### src/rtl/aig_sweep_compactor.sv
// Exhaustive sweep driver and response compactor for a combinational benchmark:
// drives every input vector, streams (vector, response) records and folds responses into a MISR.
module aig_sweep_compactor #(
   parameter int               N_IN  = 5,
   parameter int               N_OUT = 12,
   parameter int               SIG_W = 16,
   parameter logic [SIG_W-1:0] POLY  = 16'h1021,
   parameter logic [SIG_W-1:0] SEED  = 16'hFFFF
) (
   input  logic             clk,
   input  logic             rst,
   input  logic             start,
   output logic [N_IN-1:0]  x_out,
   input  logic [N_OUT-1:0] f_in,
   output logic             rec_valid,
   input  logic             rec_ready,
   output logic [N_IN-1:0]  rec_vec,
   output logic [N_OUT-1:0] rec_resp,
   output logic             busy,
   output logic             done,
   output logic [SIG_W-1:0] signature
);

   typedef enum logic [1:0] {S_IDLE, S_RUN, S_DRAIN, S_DONE} state_t;

   // One extra counter bit keeps the terminal compare free of wrap-around.
   localparam logic [N_IN:0] CNT_LAST = {1'b0, {N_IN{1'b1}}};

   state_t             r_state;
   state_t             w_state_nxt;
   logic [N_IN:0]      r_cnt;
   logic               r_rec_valid;
   logic [N_IN-1:0]    r_rec_vec;
   logic [N_OUT-1:0]   r_rec_resp;
   logic [SIG_W-1:0]   r_sig;
   logic               w_cap;
   logic               w_last;
   logic               w_start_ok;

   function automatic logic [SIG_W-1:0] misr_step(input logic [SIG_W-1:0] s,
                                                  input logic [N_OUT-1:0] f);
      logic [SIG_W-1:0] fb;
      fb = s[SIG_W-1] ? POLY : '0;
      return {s[SIG_W-2:0], 1'b0} ^ fb ^ SIG_W'(f);
   endfunction

   assign w_cap      = !r_rec_valid || rec_ready;
   assign w_last     = (r_cnt == CNT_LAST);
   assign w_start_ok = start && ((r_state == S_IDLE) || (r_state == S_DONE));

   always_ff @(posedge clk) begin
      if (rst) r_state <= S_IDLE;
      else     r_state <= w_state_nxt;
   end

   always_comb begin
      w_state_nxt = r_state;
      case (r_state)
         S_IDLE:  if (w_start_ok) w_state_nxt = S_RUN;
         S_RUN:   if (w_cap && w_last) w_state_nxt = S_DRAIN;
         S_DRAIN: if (rec_ready) w_state_nxt = S_DONE;
         S_DONE:  if (w_start_ok) w_state_nxt = S_RUN;
         default: w_state_nxt = S_IDLE;
      endcase
   end

   // Capture stage: x_out is the low bits of cnt, so the response seen here belongs to cnt.
   always_ff @(posedge clk) begin
      if (rst) begin
         r_cnt       <= '0;
         r_rec_valid <= 1'b0;
         r_rec_vec   <= '0;
         r_rec_resp  <= '0;
         r_sig       <= SEED;
      end else begin
         case (r_state)
            S_IDLE, S_DONE: begin
               if (w_start_ok) begin
                  r_cnt <= '0;
                  r_sig <= SEED;
               end
            end
            S_RUN: begin
               if (w_cap) begin
                  r_rec_vec   <= r_cnt[N_IN-1:0];
                  r_rec_resp  <= f_in;
                  r_rec_valid <= 1'b1;
                  r_sig       <= misr_step(r_sig, f_in);
                  if (!w_last) r_cnt <= r_cnt + 1'b1;
               end
            end
            S_DRAIN: begin
               if (rec_ready) r_rec_valid <= 1'b0;
            end
            default: ;
         endcase
      end
   end

   assign x_out     = r_cnt[N_IN-1:0];
   assign rec_valid = r_rec_valid;
   assign rec_vec   = r_rec_vec;
   assign rec_resp  = r_rec_resp;
   assign busy      = (r_state == S_RUN) || (r_state == S_DRAIN);
   assign done      = (r_state == S_DONE);
   assign signature = r_sig;

endmodule

### config.mk
export PLATFORM = sky130hd
export DESIGN_NAME = aig_sweep_compactor
export DESIGN_NICKNAME = d
export VERILOG_FILES = /design/src/rtl/aig_sweep_compactor.sv
export SDC_FILE = /design/constraint.sdc
export NUM_CORES = 1
export LEC_CHECK = 0
export CAP_MARGIN = 25
export CORE_ASPECT_RATIO = 1.25
export CORE_MARGIN = 5
export CORE_UTILIZATION = 30
export DETAILED_ROUTE_END_ITERATION = 16
export GPL_ROUTABILITY_DRIVEN = 0
export HOLD_SLACK_MARGIN = 0.08
export PLACE_DENSITY = 0.64
export SLEW_MARGIN = 20
export SYNTH_ARGS = -nofsm -noshare
export SYNTH_HDL_FRONTEND = slang
export SYNTH_SLANG_ARGS = --single-unit
### constraint.sdc
create_clock -name clk -period 2.1 [get_ports clk]
set_clock_uncertainty 0.15 [all_clocks]
set_input_delay 0.525 -clock clk [delete_from_list [all_inputs] [get_ports clk]]
set_output_delay 0.525 -clock clk [all_outputs]
set_load 0.005 [all_outputs]
* Yosys cells after proc, flatten, opt, wreduce, memory -nomap -nowiden
Index checks and enable logic that the tools add are counted.
Storage, ports and cells: register bits 42, input bits 16, output and inout bits 41, word-level logic and storage cells 48
Operators by class: $add $sub $neg 1, equal/unequal tests 9, multiplexer cells 15, bitwise logic cells 2, reduce and logical (&&, ||, !) cells 15
Operators by type and width (count):
- two-way mux 16 bit | 2
- case mux 16 bit (2 select lines) | 1
- two-way mux 6 bit | 3
- XOR 16 x 12 -> 16 bit | 1
- XOR 16 x 13 -> 16 bit | 1
- two-way mux 13 bit | 1
- case mux 6 bit (2 select lines) | 1
- AND reduction 3 bit | 3
- != test 2 bit (second input constant) | 4
- adder 6 x 1 -> 6 bit (second input constant) | 1
- == test 6 x 5 -> 1 bit (second input constant) | 1
- two-way mux 2 bit | 3
- case mux 2 bit (3 select lines) | 1
- == test 2 bit (second input constant) | 2
- AND reduction 4 bit | 1
- nonzero test 2 bit | 2
- logical OR 1 bit | 3
- == test 2 x 1 -> 1 bit (second input constant) | 1
- logical AND 1 bit | 2
- zero test 2 bit | 1
- two-way mux 1 bit | 2
- != test 2 x 1 -> 1 bit (second input constant) | 1
- case mux 1 bit (2 select lines) | 1
- AND reduction 2 bit | 1
- other kinds (2) | 2

* Depth between registers and ports, before layout
Gate-level depths: netlist of run 1.
depth after elaboration 5, depth in mapped cells 8, depth with buffers taken out 6

* Worst setup path before layout of run 1
No wires, ideal clock.
path type reg-to-reg, from register r_state[0], to register r_cnt[3], setup time 0.070 ns, data arrival time 1.662 ns, required time 1.880 ns, path slack 0.218 ns, cell stages (with the launch flop) 7, path buffers 0, clock period less this slack 1.882 ns, cells stage by stage dfxtp_1 > inv_1 > ha_1 > nand2b_1 > o211ai_2 > or4_1 > a21boi_1
On the way: word-level cells in the longest chain between the ends 5, elaborated cells on any way between the ends 12, those cells by class eq/ne (5); mux (1); reduce/logical (6)
RTL lines:
- from (decl) | line 29 | state_t r_state;
- from (signal assigned) | line 53 | else r_state <= w_state_nxt;
- == test 2 bit or zero test 2 bit (tied branches) | line 49, 76
- logical OR 1 bit | line 49 | assign w_start_ok = start && ((r_state == S_IDLE) || (r_state == S_DONE));
- logical AND 1 bit | line 49
- != test 2 x 1 -> 1 bit (no source line)
- AND reduction 4 bit (no source line)
- to (signal assigned) | line 89 | if (!w_last) r_cnt <= r_cnt + 1'b1;
- to (decl) | line 31 | logic [N_IN:0] r_cnt;
Parallel ways exist; a longest one is shown, timed or not. A chain may end at the register's enable or synchronous reset.

* Worst setup path in the final report of run 1
from register r_state[0], to output done
On the way: word-level cells in the longest chain between the ends 1
RTL lines:
- == test 2 bit | line 105 | assign done = (r_state == S_DONE);
- to (decl) | line 20 | output logic done,
No other way between the ends.

==> impl_metrics.tcl, run 1 <==
set metrics [dict create \
    fill_cells 670 \
    relSlewSlack_pct 75.5 \
    clkPwrFrac_pct 19.7 \
    cts_tree "built" \
    reg2reg_from "r_state[0]$_SDFFE_PP0P_" \
    post-cts-setup-buffers 0 \
    layout_common_cells "clkdlybuf4s50_1, nand2_1, dfxtp_1" \
    synth_edf_count 0 \
    setup_viol 0 \
    cts_root_buffer "clkbuf_8" \
    fmax_mhz 487 \
    synth_fp_nets 253 \
    seq_area_um2 843 \
    ir_drop_v 0.000430 \
    placed_cell_area_mm2 0.00271 \
    layout_commonest_cell "clkdlybuf4s50_1" \
    rows 33 \
    outcome "completed" \
    ios 57 \
    yosysTopAreaCellShare_pct 42.7 \
    synth_top_area_cell "dfxtp_1" \
    yosysWarnings 0 \
    regToRegSetupSlack_ns 0.13 \
    critical_path.max_fanout 4 \
    yosys-top-cells-area "dfxtp_1, nand2_1, nand2b_1" \
    detail_route.wl_per_cell_um 13.8 \
    clock_path_buffers 2 \
    hold_path_startpoint "rec_vec[0]$_SDFFE_PP0P_" \
    hold_depth 2 \
    cts.sink_count 42 \
    start_kind "flip-flop" \
    dpl_worst_slack_ns -0.0833 \
    grt_util_met1_pct 15.6 \
    syn_inst 232 \
    hp-class "flip-flop to flip-flop" \
    initial_core_util_pct 30.4 \
    die_h_um 101 \
    rr_worst_depth 6 \
    dpl.hpwl_mm 3.83 \
    multiInputGateArea_mm2 0.00102 \
    drt-pass1-iter-count 4 \
    critical_path_required_ns 1.42 \
    synth_seq_area_share_pct 42.7 \
    combPwrFrac_pct 48.2 \
    coreArea_mm2 0.00648 \
    syn_area_mm2 0.00197 \
    cts.clk_slew.worst_paths_ns 0.08 \
    num_vias 1831 \
    ys_async_sr_fraction_pct 0 \
    viasPerCell 4.77 \
    io_buffers 56 \
    grt_use_met2_pct 21.7 \
    insertion_delay_ns 0.29 \
    design_area_mm2 0.00283 \
    r2r_end "r_cnt[3]$_SDFFE_PP0P_" \
    cap_viol_max_count 0 \
    synth_area_per_cell_um2 8.48 \
    switchingPower_mw 1.17 \
    fin_ws_ns 0.0459 \
    antenna_found_initial 0 \
    synth_flop_cell "dfxtp_1" \
    rsz0062_at_grt "false" \
    grt_pass1_wl_mm 8.36 \
    track_usage_pct 12.9 \
    min_to "rec_vec[0]$_SDFFE_PP0P_" \
    grt-ovfl-total 0 \
    worst_ep_arrival_time_ns 1.38 \
    p_per_area_mw_per_mm2 1150 \
    drv_slew 0 \
    grt_max_degree 28 \
    drt_wl_total_mm 5.31 \
    critPathCaptureType "output port" \
    drtIter0Drc 103 \
    synthToLayoutAreaGrowth_pct 44.0 \
    final-hold-violation-count 0 \
    grtUsageMet3_pct 3.85 \
    grt_pass1_vias 1774 \
    postRouteAntennaNets 0 \
    worst-setup-path-type "flip-flop to output port" \
    final_nets 317 \
    antenna_cells 0 \
    period_minus_slack_ns 2.05 \
    drc_errors 0 \
    p_int_mw 2.09 \
    switching_share_pct 35.9 \
    die_w_um 82.4 \
    ys_seq_elements 42 \
    numCtsBuffers 5 \
    drive_gt1_share_pct 10.8 \
    p_seq_share_pct 32.1 \
    dieArea_mm2 0.00829 \
    h-tree-depth 2 \
    synth.distinct_cells 36 \
    final.setup.tns_ns 0 \
    grt.busiest_layer "met2" \
    worst_slew_pin_slew_ns 0.367 \
    p_leak_nw 1.03 \
    post-route-period-util_pct 97.8 \
]
[cell families after synthesis]
| family | after synthesis | synth area share, % |
|---|---|---|
| adders and majority gates | 5 | 3.18 |
| xor gates and xnor gates | 13 | 6.48 |
| DFF | 42 | 42.7 |
| and+or+nand+nor | 97 | 26.1 |
| buffers and inverters | 23 | 5.98 |
| muxes | 2 | 1.02 |
| AOI/OAI and AO/OA | 50 | 14.6 |
[power groups by stage]
stage               Clock, mW  Sequential [mW]  Combinational, mW
finish                  0.643             1.05               1.57
global route            0.683             1.07               1.72
CTS                     0.655             1.05               1.58
detailed placement          0             1.06               1.56
global placement            0             1.06               1.54
floorplan                   0             1.06              0.760
[repair_timing]
action	4_1_cts	5_1_grt
resized for setup	4	0
hold buffers	0	0
endpoints found under the hold margin	0	0
endpoints found under the setup margin	1	0
[state kept, by name, summed over array words and instances (netlist names)]
| signal | flops |
|---|---|
| rec_vec | 5 |
| r_cnt | 6 |
| r_state | 2 |
| signature | 16 |
| rec_valid | 1 |
| rec_resp | 12 |
[worst max-delay path, cell delays in order, from the launching register on]
cell and delay [ns]:
dfxtp_2 0.32, buf_4 0.14, ha_1 0.19, clkdlybuf4s50_1 0.44
[synth_stat cells, types with 2 or more instances]
cell and count:
or3_1 2, nand2_1 40, nand4_1 15, ha_1 5
clkbuf_1 4, nor2b_1 2, nand4b_1 3, inv_1 4
nor2_1 4, nand3_1 3, buf_4 5, dfxtp_1 42
a21oi_1 21, o21ai_0 18, o31ai_1 2, mux2i_1 2
buf_2 10, nand2b_1 20, xnor2_1 12, o2111ai_1 2
[through the flow]
| step | hold WS, ns | total power, mW | util, % | std cells |
|---|---|---|---|---|
| after floorplan | 0.303 | 1.82 | - | 232 |
| after global placement | 0.292 | 2.60 | 41.8 | 376 |
| after detailed placement | 0.297 | 2.62 | 41.8 | 376 |
| after CTS | 0.309 | 3.29 | 43.7 | 384 |
| after global routing | 0.331 | 3.47 | 43.7 | 384 |
| final | 0.305 | 3.26 | 43.7 | 384 |
[layer usage]
metal | vias to the layer above | routed length [µm]
met2 | 52 | 2520
li1 | 922 | -
met1 | 849 | 2330
met5 | - | 0
met4 | 0 | 68
met3 | 8 | 382
[how the worst max path moves through the flow]
stage	start	to	slack, ns	cells after the start
finish	r_state[0]$_SDFFE_PP0P_	done	0.05	3
floorplan	r_state[0]$_SDFFE_PP0P_	r_cnt[3]$_SDFFE_PP0P_	0.22	6
detailed placement	start	r_cnt[3]$_SDFFE_PP0P_	-0.08	5
CTS	r_state[0]$_SDFFE_PP0P_	done	0.03	3
global placement	rec_ready	r_cnt[3]$_SDFFE_PP0P_	-0.04	5
global route	r_state[0]$_SDFFE_PP0P_	done	0.01	3
[area by class of cell]
class	count	share of cell area [%]
Clock buffer	6	2.56
Clock inverter	2	1.32
Inverter	4	0.530
Multi-Input combinational cell	167	36.1
Sequential cell	42	29.8
Tap cell	87	3.84
Timing Repair Buffer	76	25.9
No activity file was read; power rests on OpenSTA's default activity.
==> inputs of run 2 (changes only) <==
--- a/config.mk
+++ b/config.mk
@@ -7,7 +7,6 @@
 export LEC_CHECK = 0
 export CAP_MARGIN = 25
 export CORE_ASPECT_RATIO = 1.25
-export CORE_MARGIN = 5
 export CORE_UTILIZATION = 30
 export DETAILED_ROUTE_END_ITERATION = 16
 export GPL_ROUTABILITY_DRIVEN = 0
==> impl_metrics.tcl, run 2 (synthesized netlist as in run 1, its figures left out) <==
set metrics [dict create \
    setup_viol 0 \
    worst_slew_pin_slew_ns 0.348 \
    antenna_found_initial 0 \
    initial_core_util_pct 31.5 \
    cts_root_buffer "clkbuf_8" \
    die_h_um 92.6 \
    worst-setup-path-type "flip-flop to output port" \
    viasPerCell 4.88 \
    grt_max_degree 23 \
    cp_slowest_cell "clkdlybuf4s50_1" \
    final_cells 379 \
    p_leak_nw 1.03 \
    fill_cells 653 \
    drc_errors 0 \
    numCtsBuffers 5 \
    ios 57 \
    cts.clk_slew.worst_paths_ns 0.08 \
    drive_gt1_share_pct 10.2 \
    die_w_um 74.4 \
    insertion_delay_ns 0.28 \
    layout_commonest_cell "clkdlybuf4s50_1" \
    num_vias 1848 \
    critical_path_required_ns 1.42 \
    synthToLayoutAreaGrowth_pct 41.4 \
    clock_path_buffers 2 \
    cts.sink_count 42 \
    drtIter0Drc 89 \
    totalPowerFinal_mw 3.11 \
    post-route-period-util_pct 95.7 \
    critical_path.max_fanout 5 \
    detail_route.wl_per_cell_um 13.1 \
    postRouteAntennaNets 0 \
    grt_pass1_wl_mm 8.21 \
    period_minus_slack_ns 2.01 \
    critPathCaptureType "output port" \
    largest_reg_flops 16 \
    cpPeakStageDelay_ns 0.56 \
    outcome "completed" \
    hp-class "flip-flop to flip-flop" \
    cpLargestDelayFamily "buffers and inverters" \
    rsz0062_at_grt "false" \
    io_buffers 56 \
    fmax_mhz 498 \
    start_kind "flip-flop" \
    final-hold-violation-count 0 \
    ir_drop_v 0.000529 \
    track_usage_pct 15.3 \
    drt_wl_total_mm 4.98 \
    dpl.hpwl_mm 3.52 \
    drv_slew 0 \
    final_nets 314 \
    p_per_area_mw_per_mm2 1120 \
    utilization_pct 44.6 \
    antenna_cells 0 \
    coreArea_mm2 0.00625 \
    grt_pass1_vias 1799 \
    h-tree-depth 2 \
    relSlewSlack_pct 76.6 \
    rows 32 \
    dieArea_mm2 0.00689 \
    post-cts-setup-buffers 0 \
    grt-ovfl-total 0 \
    drt-pass1-iter-count 4 \
    layout_common_cells "clkdlybuf4s50_1, nand2_1, dfxtp_1" \
    regToRegSetupSlack_ns 0.17 \
    cap_viol_max_count 0 \
    cp_cell_sequence "clkdlybuf4s50_1" \
    place_inst 371 \
    worst_ep_arrival_time_ns 1.33 \
    cts_tree "built" \
    critPathBufInv 1 \
]
run 2: area by class of cell:
type                            instances  area, µm²  share of cell area (%)
Clock inverter                          2       12.5                   0.449
Timing Repair Buffer                   73        702                    25.2
Clock buffer                            6       82.6                    2.97
Tap cell                               85        106                    3.82
Sequential cell                        42        843                    30.3
Multi-Input combinational cell        167       1020                    36.7
Inverter                                4       15.0                   0.539
run 2: worst paths after layout:
path | start | end | cells past startpoint
hold / removal | rec_vec[1]$_SDFFE_PP0P_ | rec_vec[1]$_SDFFE_PP0P_ | 2
setup reg to reg | r_state[0]$_SDFFE_PP0P_ | signature[3]$_SDFFE_PP1P_ | 7
hold reg to reg | rec_vec[1]$_SDFFE_PP0P_ | rec_vec[1]$_SDFFE_PP0P_ | 2
setup / recovery | signature[15]$_SDFFE_PP1P_ | signature[15] | 1
run 2: stage by stage:
step | setup TNS (ns) | setup slack (ns) | hold slack, ns | cell area (µm²)
after floorplan | 0 | 0.218 | 0.303 | 1970
after global placement | -0.304 | -0.0840 | 0.293 | 2670
after detailed placement | -1.16 | -0.126 | 0.298 | 2670
after CTS | 0 | 0.0364 | 0.310 | 2780
after global routing | 0 | 0.0134 | 0.326 | 2780
final | 0 | 0.0912 | 0.304 | 2780
run 2: what timing repair did:
action / in CTS / in global routing
hold buffers: 0 / 0
setup endpoints to repair: 1 / 1
hold endpoints to repair: 0 / 0
resized for setup: 4 / 1
run 2: layer usage:
layer,routed length [µm],GRT usage (%)
met1,2280,18.7
met2,2370,25.6
met3,302,4.57
met4,34,3.93
met5,0,0
run 2: where the power goes:
part / internal [mW] / total [mW] / leakage (nW) / switching (mW)
logic: 0.768 / 1.52 / 0.636 / 0.750
clock network: 0.264 / 0.538 / 0.0472 / 0.273
registers: 0.939 / 1.05 / 0.343 / 0.113
total: 1.97 / 3.11 / 1.03 / 1.14
==> inputs of run 3 (changes only) <==
--- a/config.mk
+++ b/config.mk
@@ -12,7 +12,6 @@
 export GPL_ROUTABILITY_DRIVEN = 0
 export HOLD_SLACK_MARGIN = 0.08
 export PLACE_DENSITY = 0.64
-export SLEW_MARGIN = 20
 export SYNTH_ARGS = -nofsm -noshare
 export SYNTH_HDL_FRONTEND = slang
 export SYNTH_SLANG_ARGS = --single-unit
==> results of run 3 <==
No change in the layout: final DEF, timing and power equal those of run 2.
